===== src/rtl/game_pkg.sv =====
// Shared game definitions: state codes seen by the visuals, plus the strike-count width helper
// used by the controller and bomb logic.
package game_pkg;

  localparam int GAME_STATE_W = 3;

  typedef enum logic [GAME_STATE_W-1:0] {
    WAITING      = 3'b000,
    START_GAME   = 3'b001,
    PLAYING_GAME = 3'b010,
    GAME_WON     = 3'b011,
    GAME_LOST    = 3'b100
  } game_state_t;

  function automatic int sw_width(input int max_strikes);
    return $clog2(max_strikes + 1);
  endfunction

endpackage


===== src/rtl/strike_counter.sv =====
// Next strike count: adds strikes from still-unsolved modules to the running count,
// saturating at MAX_STRIKES.
module strike_counter
  import game_pkg::*;
#(
  parameter int NUM_MODULES = 5,
  parameter int MAX_STRIKES = 3,
  localparam int SW = sw_width(MAX_STRIKES)
) (
  input  logic [NUM_MODULES-1:0] i_strike,
  input  logic [NUM_MODULES-1:0] i_solved_mask,
  input  logic [SW-1:0]          i_count,
  output logic [SW-1:0]          o_count
);

  // 5 bits hold up to 16 simultaneous hits; 6 bits hold count (<=15) + hits
  logic [4:0] w_hits;
  logic [5:0] w_sum;

  always_comb begin
    w_hits = '0;
    for (int i = 0; i < NUM_MODULES; i++)
      w_hits = w_hits + 5'(i_strike[i] & ~i_solved_mask[i]);
    w_sum   = 6'(i_count) + 6'(w_hits);
    o_count = (w_sum >= 6'(MAX_STRIKES)) ? SW'(MAX_STRIKES) : w_sum[SW-1:0];
  end

endmodule


===== src/rtl/game_controller.sv =====
// Bomb game controller: sequences setup, play and end-of-game states, tracks solved modules
// and strikes, and drives the timer/setup handshake pulses.
module game_controller
  import game_pkg::*;
#(
  parameter int NUM_MODULES   = 5,
  parameter int MAX_STRIKES   = 3,
  parameter int SETUP_TIMEOUT = 1024,
  localparam int SW = sw_width(MAX_STRIKES)
) (
  input  logic                   clock,
  input  logic                   reset,
  input  logic                   start,
  input  logic                   setup_complete,
  input  logic [NUM_MODULES-1:0] module_solved,
  input  logic [NUM_MODULES-1:0] strike,
  input  logic                   timer_expired,
  output logic                   begin_setup,
  output logic                   begin_timer,
  output logic                   stop_timer,
  output logic [2:0]             game_state,
  output logic [NUM_MODULES-1:0] solved_mask,
  output logic [SW-1:0]          strike_count,
  output logic                   setup_error
);

  localparam int CW = $clog2(SETUP_TIMEOUT);
  localparam logic [CW-1:0] CNT_LAST = CW'(SETUP_TIMEOUT - 1);

  game_state_t            r_state;
  logic [CW-1:0]          r_cnt;
  logic                   r_begin_setup;
  logic                   r_begin_timer;
  logic                   r_stop_timer;
  logic [NUM_MODULES-1:0] r_solved;
  logic [SW-1:0]          r_strikes;
  logic                   r_setup_error;

  logic [NUM_MODULES-1:0] w_solved_next;
  logic [SW-1:0]          w_strikes_next;

  assign w_solved_next = r_solved | module_solved;

  // Strikes are masked by the solved set from before this cycle, so a module that
  // strikes in the same cycle it is solved still counts.
  strike_counter #(
    .NUM_MODULES (NUM_MODULES),
    .MAX_STRIKES (MAX_STRIKES)
  ) u_strike_counter (
    .i_strike      (strike),
    .i_solved_mask (r_solved),
    .i_count       (r_strikes),
    .o_count       (w_strikes_next)
  );

  always_ff @(posedge clock or negedge reset) begin
    if (!reset) begin
      r_state       <= WAITING;
      r_cnt         <= '0;
      r_begin_setup <= 1'b0;
      r_begin_timer <= 1'b0;
      r_stop_timer  <= 1'b0;
      r_solved      <= '0;
      r_strikes     <= '0;
      r_setup_error <= 1'b0;
    end else begin
      r_begin_setup <= 1'b0;
      r_begin_timer <= 1'b0;
      case (r_state)
        WAITING: begin
          if (start) begin
            r_state       <= START_GAME;
            r_cnt         <= '0;
            r_solved      <= '0;
            r_strikes     <= '0;
            r_setup_error <= 1'b0;
            r_begin_setup <= 1'b1;
          end
        end
        START_GAME: begin
          if (setup_complete) begin
            r_state       <= PLAYING_GAME;
            r_begin_timer <= 1'b1;
          end else if (r_cnt == CNT_LAST) begin
            r_state       <= WAITING;
            r_setup_error <= 1'b1;
          end else begin
            r_cnt <= r_cnt + CW'(1);
          end
        end
        PLAYING_GAME: begin
          r_solved  <= w_solved_next;
          r_strikes <= w_strikes_next;
          // loss is checked first so it wins over a simultaneous final solve
          if (timer_expired || (w_strikes_next >= SW'(MAX_STRIKES))) begin
            r_state      <= GAME_LOST;
            r_stop_timer <= 1'b1;
          end else if (&w_solved_next) begin
            r_state      <= GAME_WON;
            r_stop_timer <= 1'b1;
          end
        end
        GAME_WON, GAME_LOST: begin
          if (start) begin
            r_state      <= WAITING;
            r_stop_timer <= 1'b0;
          end
        end
        default: r_state <= WAITING;
      endcase
    end
  end

  assign game_state   = r_state;
  assign begin_setup  = r_begin_setup;
  assign begin_timer  = r_begin_timer;
  assign stop_timer   = r_stop_timer;
  assign solved_mask  = r_solved;
  assign strike_count = r_strikes;
  assign setup_error  = r_setup_error;

endmodule


===== config.mk =====
export PLATFORM = sky130hd
export DESIGN_NAME = game_controller
export DESIGN_NICKNAME = d
export VERILOG_FILES = /design/src/rtl/game_pkg.sv /design/src/rtl/strike_counter.sv /design/src/rtl/game_controller.sv
export SDC_FILE = /design/constraint.sdc
export NUM_CORES = 1
export LEC_CHECK = 0
export ABC_AREA = 1
export CAP_MARGIN = 25
export CORE_UTILIZATION = 51
export DETAILED_ROUTE_END_ITERATION = 8
export GPL_ROUTABILITY_DRIVEN = 0
export PLACE_DENSITY = 0.79
export SYNTH_ARGS = -nofsm -noshare
export SYNTH_HDL_FRONTEND = slang
export SYNTH_SLANG_ARGS = --single-unit

===== constraint.sdc =====
create_clock -name clock -period 4 [get_ports clock]
set_input_delay 0.6 -clock clock [delete_from_list [all_inputs] [get_ports clock]]
set_output_delay 0.6 -clock clock [all_outputs]
set_load 0.01 [all_outputs]

==> metrics.md, run 1 <==
| Metric | Value |
|---|---|
| Max-Slew Margin vs Limit | `72.6%` |
| Tot GR Track Use | `25.1%` |
| Initial antenna violation count | `0` |
| Post-synthesis mux area share | `0%` |
| DP Worst Slack | `279 ps` |
| Post-synth EDFFs | `0` |
| Routed vias/inst | `5.32` |
| Largest family of logic cells by synthesized area | `simple AND/OR/NAND/NOR gates` |
| Simple-Gate Fraction of Synth Area | `30.8%` |
| Seq/Total Area, Yosys | `40.8%` |
| Async set-reset flop share out of synthesis | `100%` |
| Chip height | `55.7 microns` |
| Post-synthesis compound-gate area fraction | `10.4%` |
| Starting density of the core | `53.9%` |
| Max-cap viol count | `0` |
| Antenna Nets Post-Route | `0` |
| Adder-cell share of the synthesized area | `7.48%` |
| CP required | `4260 ps` |
| First-pass GRT wire length | `6260 microns` |
| Core area | `2730 sq um` |
| GR met2 Demand/Resource | `43.4%` |
| CTS Hold Buffers Added | `0` |
| Worst-margin pin slew | `410 ps` |
| Crit Path Max Fanout | `5` |
| Crit path max-delay family | `adder cells` |
| Ant. Diodes | `0` |
| Setup TNS | `0 ps` |
| Cells after Synth | `192` |
| Final worst slack | `564 ps` |
| Outcome | `completed` |
| Worst vdd ir | `396 uV` |
| Avg Synthesized Cell Area | `7.67 sq um` |
| Synth top area share | `40.8%` |
| Hpwl dp | `2600 microns` |
| Type of the tightest min-delay check | `reg -> reg` |
| Worst EP arrival | `3690 ps` |
| Reg clk slew, reported paths | `130 ps` |
| Final Cycle Share | `85.9%` |
| Layout cell share with drive strength beyond 1 | `8.00%` |
| GRT Max-Usage Layer | `met2` |
| Final Skew | `9.62 ps` |
| NumNets Final | `248` |
| Row count | `19` |
| Final Hold Vio Count | `0` |
| Crit-path slowest cell | `fa_1` |
| GRT overflow | `0` |
| Final setup fails | `0` |
| CTS tree | `yes` |
| Clock buffer count from CTS | `3` |
| Most frequent cell after synthesis | `nand2_1` |
| Post-synth top cells | `nand2_1, inv_1, dfrtp_1` |
| Drt drc | `0` |
| Pwr dens | `605 nW/um^2` |
| Number of cells after detailed placement | `252` |
| I/O pin cnt | `29` |
| CTS Buffer Depth | `2` |
| Synth Warn # | `0` |
| Global Route met3 Usage | `4.19%` |
| Post-synth net total | `214` |
| # clock sinks | `24` |
| Tmin final | `3440 ps` |
| Fmax | `0.291 GHz` |
| CP startpoint kind | `input pin` |
| Clk_lat worst skew | `310 ps` |
| Die ar. | `3110 sq um` |
| RSZ-0062 raised after global routing | `no` |
| Synth cell types | `28` |
| PostCTS Resize Cnt | `0` |
| Area leader, netlist | `dfrtp_1` |
| Crit path largest cell delay | `530 ps` |
| CP Capture Type | `register` |
| Initial DRC count | `48` |
| Critical path class | `in -> reg` |
| TritonRoute pass-1 iters | `4` |
| Grt met1 use | `32.8%` |
| Leak | `0.943 nW` |
| Xor/xnor share of the synthesized area | `2.97%` |
| Critical path buffers and inverters | `5` |
| Final wirelength | `3460 microns` |
| Cell Area, Synth | `1470 sq um` |
| Via count | `1362` |
| Slew Limit Fails | `0` |
| Ranking of synthesized cells by area | `dfrtp_1, nand2_1, inv_1` |
| # Post-CTS Setup Buffers | `0` |
| Synth Flop Type | `dfrtp_1` |
| Wirelength per Cell | `13.5 microns` |
| Port Buf Inserts | `28` |
| Area Overhead vs Synth | `27.1%` |
| Die Width | `55.7 microns` |
| CP cell instances | `clkdlybuf4s50_1, inv_1, nor2_1, fa_1, inv_1, fa_1, inv_1, ha_1, inv_1, fa_1, nand2_1, nand2_1, nor2_1, nand4_1, nand3_1, nand2_1, nand2_1` |
| Seq cells post-synth | `24` |
| Clock Tree Root | `clkbuf_4` |
| Largest net degree at the start of global routing | `19` |
| Vias in the first global route | `1445` |
| Final cell count without fillers | `256` |
| Htree depth | `1` |
sequential cells by signal (all words and copies together) (netlist names):
name / cells
strike_count: 2
r_cnt: 10
solved_mask: 5
setup_error: 1
begin_timer: 1
game_state: 3
stop_timer: 1
begin_setup: 1
layout make-up:
cell class / count / area (sq um)
multi-input cells: 139 / 761
clock inverters: 1 / 30.0
inverters: 29 / 111
clock buffers: 3 / 22.5
flip-flops and latches: 24 / 601
fillers: 231 / 862
repair buffers: 29 / 308
well taps: 31 / 38.8
kinds of logic (layout without fill, tap and decap cells):
group           after synthesis  in the layout
compound gates               24             24
xor+xnor                      5              5
fa+ha+maj                     7              7
buf+inv                      29             62
flops                        24             24
simple gates                103            103
final timing paths:
| kind | endpoint | depth (start not counted) | slack [ps] | start |
|---|---|---|---|---|
| max | game_state[1]$_DFFE_PN0P_ | 17 | 560 | strike[0] |
| min | stop_timer$_DFFE_PN0P_ | 2 | 490 | stop_timer$_DFFE_PN0P_ |
| max reg2reg | game_state[1]$_DFFE_PN0P_ | 15 | 850 | solved_mask[0]$_DFFE_PN0P_ |
| min reg2reg | stop_timer$_DFFE_PN0P_ | 2 | 490 | stop_timer$_DFFE_PN0P_ |
| max in group asynchronous | begin_timer$_DFF_PN0_ | 2 | 3010 | reset |
| min in group asynchronous | begin_setup$_DFF_PN0_ | 1 | 560 | reset |
layout by cell type, fill, tap and decap left out:
master / instances
nand3_1: 12
nor2_4: 1
o22ai_1: 2
a21oi_2: 1
a21oi_1: 3
o31ai_1: 1
o21ai_1: 3
nor2_1: 19
nand2_1: 57
o21ai_0: 9
or2_2: 2
nor2_2: 2
o21bai_1: 2
a22o_1: 1
inv_2: 1
xor2_1: 5
o21ai_4: 1
dfrtp_1: 24
nor3_2: 1
clkbuf_4: 3
fa_1: 3
nor3b_1: 1
nand4_1: 6
buf_16: 1
bufinv_16: 1
nand2_2: 1
nand3b_2: 1
o21ai_2: 1
ha_1: 4
clkdlybuf4s50_1: 28
inv_4: 1
inv_1: 27
report_power, final:
part / switching [mW] / leakage [nW] / internal (mW)
clock: 0.0751 / 0.0279 / 0.101
sequential: 0.0687 / 0.319 / 0.305
combinational: 0.335 / 0.596 / 0.247
total: 0.479 / 0.943 / 0.654
tightest hold or removal path, cell delays in order (launching register included):
cell	delay (ps)
dfrtp_1	370
nand2_1	50
nand2_1	50
routing by layer:
layer	vias up	routed length (microns)
met5	-	0
met4	0	8
met3	2	161
met2	40	1700
met1	641	1590
li1	679	-
through the flow:
stage	power, mW	cell area (sq um)	hold WS, ps	utilization (%)
CTS	1.14	1870	496	68.5
global route	1.24	1870	541	68.5
detailed placement	0.952	1820	464	66.5
finish	1.13	1870	492	68.5
floorplan	0.738	1470	304	-
global placement	0.927	1790	453	65.5
Note: power is estimated with default switching activity, not from simulation.
==> run 2, diff against run 1 <==
GPL_TIMING_DRIVEN = 0   (was not set)
==> run 2 against run 1 <==
Effect of this change:
- clock-buffer cell count unchanged
- flip-flop and latch count unchanged
- global-route usage decreased by 1.6 points
- wire length decreased by 2.8%
- final area unchanged
- via count decreased by 3.4%
==> metrics.md, run 2 (synthesis results as in run 1) <==
| Metric | Value |
|---|---|
| Core area | `2730 sq um` |
| Initial antenna violation count | `0` |
| Comb pwr share | `51.8%` |
| Via count | `1316` |
| Hpwl dp | `2570 microns` |
| Reg-to-Reg Start | `solved_mask[0]$_DFFE_PN0P_` |
| I/O pin cnt | `29` |
| Starting density of the core | `53.9%` |
| Final setup fails | `0` |
| CTS tree | `yes` |
| DP Area | `1820 sq um` |
| Wirelength per Cell | `13.1 microns` |
| Largest net degree at the start of global routing | `17` |
| Crit path largest cell delay | `540 ps` |
| Worst-margin pin slew | `516 ps` |
| Worst Hold Depth | `2` |
| First-pass GRT wire length | `5830 microns` |
| Switching part of the total | `42.2%` |
| Commonest non-fill, non-tap cells in the layout | `nand2_1, clkdlybuf4s50_1, inv_1` |
| Reg2reg setup slack | `790 ps` |
| # Post-CTS Setup Buffers | `0` |
| Die Width | `55.7 microns` |
| Htree depth | `1` |
| Max-cap viol count | `0` |
| Worst Hold Path EP | `stop_timer$_DFFE_PN0P_` |
| Final Hold Vio Count | `0` |
| Ant. Diodes | `0` |
| CP dominant cell by count | `inv_1` |
| CP required | `4260 ps` |
| Type of the tightest min-delay check | `reg -> reg` |
| Switching power | `0.479 mW` |
| Drt drc | `0` |
| PostCTS Resize Cnt | `0` |
| Initial DRC count | `35` |
| CTS Buffer Depth | `2` |
| Filler Cell Count | `228` |
| # clock sinks | `24` |
| Multi-input logic area | `761 sq um` |
| NumNets Final | `248` |
| CP cell instances | `clkdlybuf4s50_1, inv_1, nor2_1, fa_1, inv_1, fa_1, inv_1, ha_1, inv_1, fa_1, inv_1, a21oi_1, nand4_1, nand3_1, nand2_1, nand2_1` |
| Worst EP arrival | `3750 ps` |
| Final Cycle Share | `87.2%` |
| Worst vdd ir | `375 uV` |
| Reg power frac | `32.8%` |
| Most common cell after layout, fill and taps aside | `nand2_1` |
| RSZ-0062 raised after global routing | `no` |
| Final Skew | `9.43 ps` |
| Largest Register | `r_cnt` |
| CP startpoint kind | `input pin` |
| Clk_lat worst skew | `310 ps` |
| Crit Path Max Fanout | `5` |
| Tmin final | `3490 ps` |
| Tot GR Track Use | `23.5%` |
| Tot Pwr | `1.13 mW` |
| Slew Limit Fails | `0` |
| Outcome | `completed` |
| Layout cell share with drive strength beyond 1 | `8.00%` |
| Reg-to-Reg End | `game_state[0]$_DFFE_PN0P_` |
| GRT overflow | `0` |
| Final wirelength | `3360 microns` |
| CP Capture Type | `register` |
| Port Buf Inserts | `28` |
| Register area | `601 sq um` |
| Setup TNS | `0 ps` |
| Pint | `0.656 mW` |
| CTS Hold Buffers Added | `0` |
| Chip height | `55.7 microns` |
| Clock share of power | `15.4%` |
| Vias in the first global route | `1331` |
| Clock buffer count from CTS | `3` |
| Fmax | `0.287 GHz` |
| Leak | `0.943 nW` |
| Crit-path slowest cell | `fa_1` |
| Row count | `19` |
| Largest register FFs | `10` |
| Area Overhead vs Synth | `27.1%` |
| Critical path class | `in -> reg` |
| Antenna Nets Post-Route | `0` |
| Clock Tree Root | `clkbuf_4` |
| Min-delay src | `stop_timer$_DFFE_PN0P_` |
| Final design area excluding fillers | `1870 sq um` |
| Worst r2r path cells | `14` |
| Reg clk slew, reported paths | `140 ps` |
| Routed vias/inst | `5.14` |
| Die ar. | `3110 sq um` |
| Max-Slew Margin vs Limit | `65.5%` |
| TritonRoute pass-1 iters | `4` |
| Pwr dens | `606 nW/um^2` |
[run 2: worst max-delay path by stage]
stage               startpoint                        end  slack [ps]  depth (start not counted)
finish               strike[0]  game_state[0]$_DFFE_PN0P_         510                         16
global route         strike[0]  game_state[0]$_DFFE_PN0P_         310                         16
CTS                  strike[0]  game_state[0]$_DFFE_PN0P_         540                         16
detailed placement   strike[0]  game_state[0]$_DFFE_PN0P_         200                         17
global placement     strike[0]  game_state[1]$_DFFE_PN0P_         270                         16
floorplan            strike[0]  game_state[1]$_DFFE_PN0P_         880                         15
[run 2: critical path, delay by kind of cell]
family	cells	cell delay, ps
AOI/OAI and AO/OA	1	180
adders and majority gates	4	1660
buffers and inverters	6	720
and+or+nand+nor	5	600
[run 2: final cells by class]
cell class,instances,area share [%]
multi-input combinational,139,40.6
sequential,24,32.1
timing repair buffer,29,16.4
inverter,29,5.95
tap,31,2.07
clock inverter,1,1.60
clock buffer,3,1.20
[run 2: through the flow]
step	instances	setup slack [ps]	hold WS [ps]	util, %
detailed placement	252	201	472	66.5
CTS	256	541	508	68.5
global placement	251	268	457	65.5
finish	256	512	508	68.5
floorplan	192	882	304	-
global route	256	312	557	68.5
[run 2: power groups by stage]
stage          registers [mW]  clock network, mW  logic [mW]
6_report                0.372              0.175       0.587
5_1_grt                 0.380              0.194       0.662
4_1_cts                 0.371              0.180       0.585
3_5_place_dp            0.375                  0       0.578
3_3_place_gp            0.370                  0       0.556
2_1_floorplan           0.388                  0       0.350
[run 2: routing by layer]
metal  global-route usage, %  vias up  wire length, microns  share of wire (%)
li1                        -      678                     -                  -
met1                    32.7      604                  1650                 49
met2                    39.1       32                  1570                 47
met3                    3.02        2                   128                3.8
met4                    6.07        0                    10               0.30
met5                       0        -                     0                  0
==> run 3, diff against run 2 <==
GPL_TIMING_DRIVEN = not set   (was 0)
PLACE_DENSITY = 0.83   (was 0.79)
==> run 3 against run 2 <==
Effect of this change:
- die area unchanged
- sequential power about the same
- combinational power decreased by 1%
- final cell count decreased by 0.39%
- largest cell class unchanged
- sequential share of layout area increased by 0.75 points
==> metrics.md, run 3 (synthesis results as in run 1) <==
| Metric | Value |
|---|---|
| Outcome | `completed` |
| Clock Tree Root | `clkbuf_4` |
| Hold WS | `505 ps` |
| Critical path buffers and inverters | `6` |
| First-pass GRT wire length | `5520 microns` |
| Setup TNS | `0 ps` |
| Starting density of the core | `53.9%` |
| Die ar. | `3110 sq um` |
| CTS Hold Buffers Added | `0` |
| Fmax | `0.295 GHz` |
| Largest net degree at the start of global routing | `14` |
| Crit path largest cell delay | `540 ps` |
| I/O pin cnt | `29` |
| Slew Limit Fails | `0` |
| Worst EP arrival | `3650 ps` |
| Largest register FFs | `10` |
| Tmin final | `3390 ps` |
| Largest Register | `r_cnt` |
| Routed vias/inst | `5.22` |
| CP dominant cell by count | `inv_1` |
| Worst vdd ir | `387 uV` |
| Final worst slack | `612 ps` |
| Reg power frac | `35.0%` |
| Antenna Nets Post-Route | `0` |
| Critical path class | `in -> reg` |
| CTS Buffer Depth | `2` |
| Htree depth | `1` |
| Pwr dens | `578 nW/um^2` |
| Comb pwr share | `54.9%` |
| Pint | `0.587 mW` |
| CP cell instances | `clkdlybuf4s50_1, inv_1, nor2_1, fa_1, inv_1, fa_1, inv_1, ha_1, inv_1, fa_1, inv_1, a21oi_1, nand4_1, nand3_1, nand2_1, nand2_1` |
| Final design area excluding fillers | `1830 sq um` |
| DP Area | `1810 sq um` |
| NumNets Final | `248` |
| Final Skew | `4.95 ps` |
| Final wirelength | `3080 microns` |
| RSZ-0062 raised after global routing | `no` |
| CP required | `4260 ps` |
| Max-Slew Margin vs Limit | `60.2%` |
| DP Worst Slack | `304 ps` |
| Filler Cell Count | `235` |
| Core area | `2730 sq um` |
| CP startpoint kind | `input pin` |
| Drt drc | `0` |
| Area Overhead vs Synth | `24.2%` |
| # clock sinks | `24` |
| Via count | `1331` |
| Crit-path slowest cell | `fa_1` |
| Row count | `19` |
| Crit Path Max Fanout | `5` |
| Final Hold Vio Count | `0` |
| Port Buf Inserts | `28` |
| CP Capture Type | `register` |
| Initial DRC count | `67` |
| Crit path max-delay family | `adder cells` |
| CTS tree | `yes` |
| Wirelength per Cell | `12.1 microns` |
| GRT overflow | `0` |
| Clock buffer count from CTS | `3` |
| Most common cell after layout, fill and taps aside | `nand2_1` |
| Leak | `0.924 nW` |
| Initial antenna violation count | `0` |
| Ant. Diodes | `0` |
| Worst-margin pin slew | `595 ps` |
| Die Width | `55.7 microns` |
| Layout cell share with drive strength beyond 1 | `7.59%` |
| TritonRoute pass-1 iters | `4` |
| Tot GR Track Use | `22.6%` |
| Clk_lat worst skew | `310 ps` |
| PostCTS Resize Cnt | `0` |
| Reg clk slew, reported paths | `130 ps` |
| Type of the tightest min-delay check | `reg -> reg` |
| Max-cap viol count | `0` |
| Hpwl dp | `2410 microns` |
| Final setup fails | `0` |
| Clock share of power | `10.1%` |
| Commonest non-fill, non-tap cells in the layout | `nand2_1, clkdlybuf4s50_1, inv_1` |
| Switching part of the total | `44.5%` |
| Switching power | `0.470 mW` |
| Vias in the first global route | `1233` |
| # Post-CTS Setup Buffers | `0` |
| Final Cycle Share | `84.7%` |
| Chip height | `55.7 microns` |
run 3: final timing paths:
check | start | endpoint | slack [ps] | cells after the start
setup / recovery | strike[0] | game_state[0]$_DFFE_PN0P_ | 610 | 16
hold / removal | stop_timer$_DFFE_PN0P_ | stop_timer$_DFFE_PN0P_ | 500 | 2
setup reg to reg | solved_mask[0]$_DFFE_PN0P_ | game_state[0]$_DFFE_PN0P_ | 890 | 14
hold reg to reg | stop_timer$_DFFE_PN0P_ | stop_timer$_DFFE_PN0P_ | 500 | 2
max in group asynchronous | reset | r_cnt[4]$_DFFE_PN0P_ | 2870 | 2
min in group asynchronous | reset | solved_mask[0]$_DFFE_PN0P_ | 640 | 1
run 3: worst reg2reg max path, delay by kind of cell, from the launching register on:
kind / cells / cell delay [ps]
flip-flops: 1 / 410
adder cells (fa/ha/maj): 4 / 1620
buffers and inverters: 4 / 230
AO/OA/AOI/OAI: 1 / 160
AND/OR/NAND/NOR: 5 / 620
run 3: layout make-up:
class	count	area, sq um	area share (%)
Timing Repair Buffer	29	295	16.1
Multi-Input combinational cell	139	761	41.6
Clock buffer	3	22.5	1.23
Sequential cell	24	601	32.8
Tap cell	31	38.8	2.12
Inverter	29	111	6.09
run 3: metal layers:
layer / global-route usage, % / share of wire [%] / wire length, microns
met1: 31.5 / 49 / 1500
met2: 36.7 / 46 / 1430
met3: 5.12 / 4.6 / 143
met4: 4.29 / 0.32 / 10
met5: 0 / 0 / 0
run 3: through the flow:
step / total power [mW] / instances / utilization, %
2_1_floorplan: 0.738 / 192 / -
3_3_place_gp: 0.935 / 251 / 65.5
3_5_place_dp: 0.947 / 252 / 66.1
4_1_cts: 1.06 / 255 / 66.9
5_1_grt: 1.16 / 255 / 66.9
6_report: 1.06 / 255 / 66.9
run 3: power groups by stage:
stage / combinational [mW] / sequential [mW] / clock, mW
2_1_floorplan: 0.350 / 0.388 / 0
3_3_place_gp: 0.561 / 0.373 / 0
3_5_place_dp: 0.572 / 0.375 / 0
4_1_cts: 0.577 / 0.370 / 0.109
5_1_grt: 0.657 / 0.381 / 0.122
6_report: 0.580 / 0.370 / 0.107
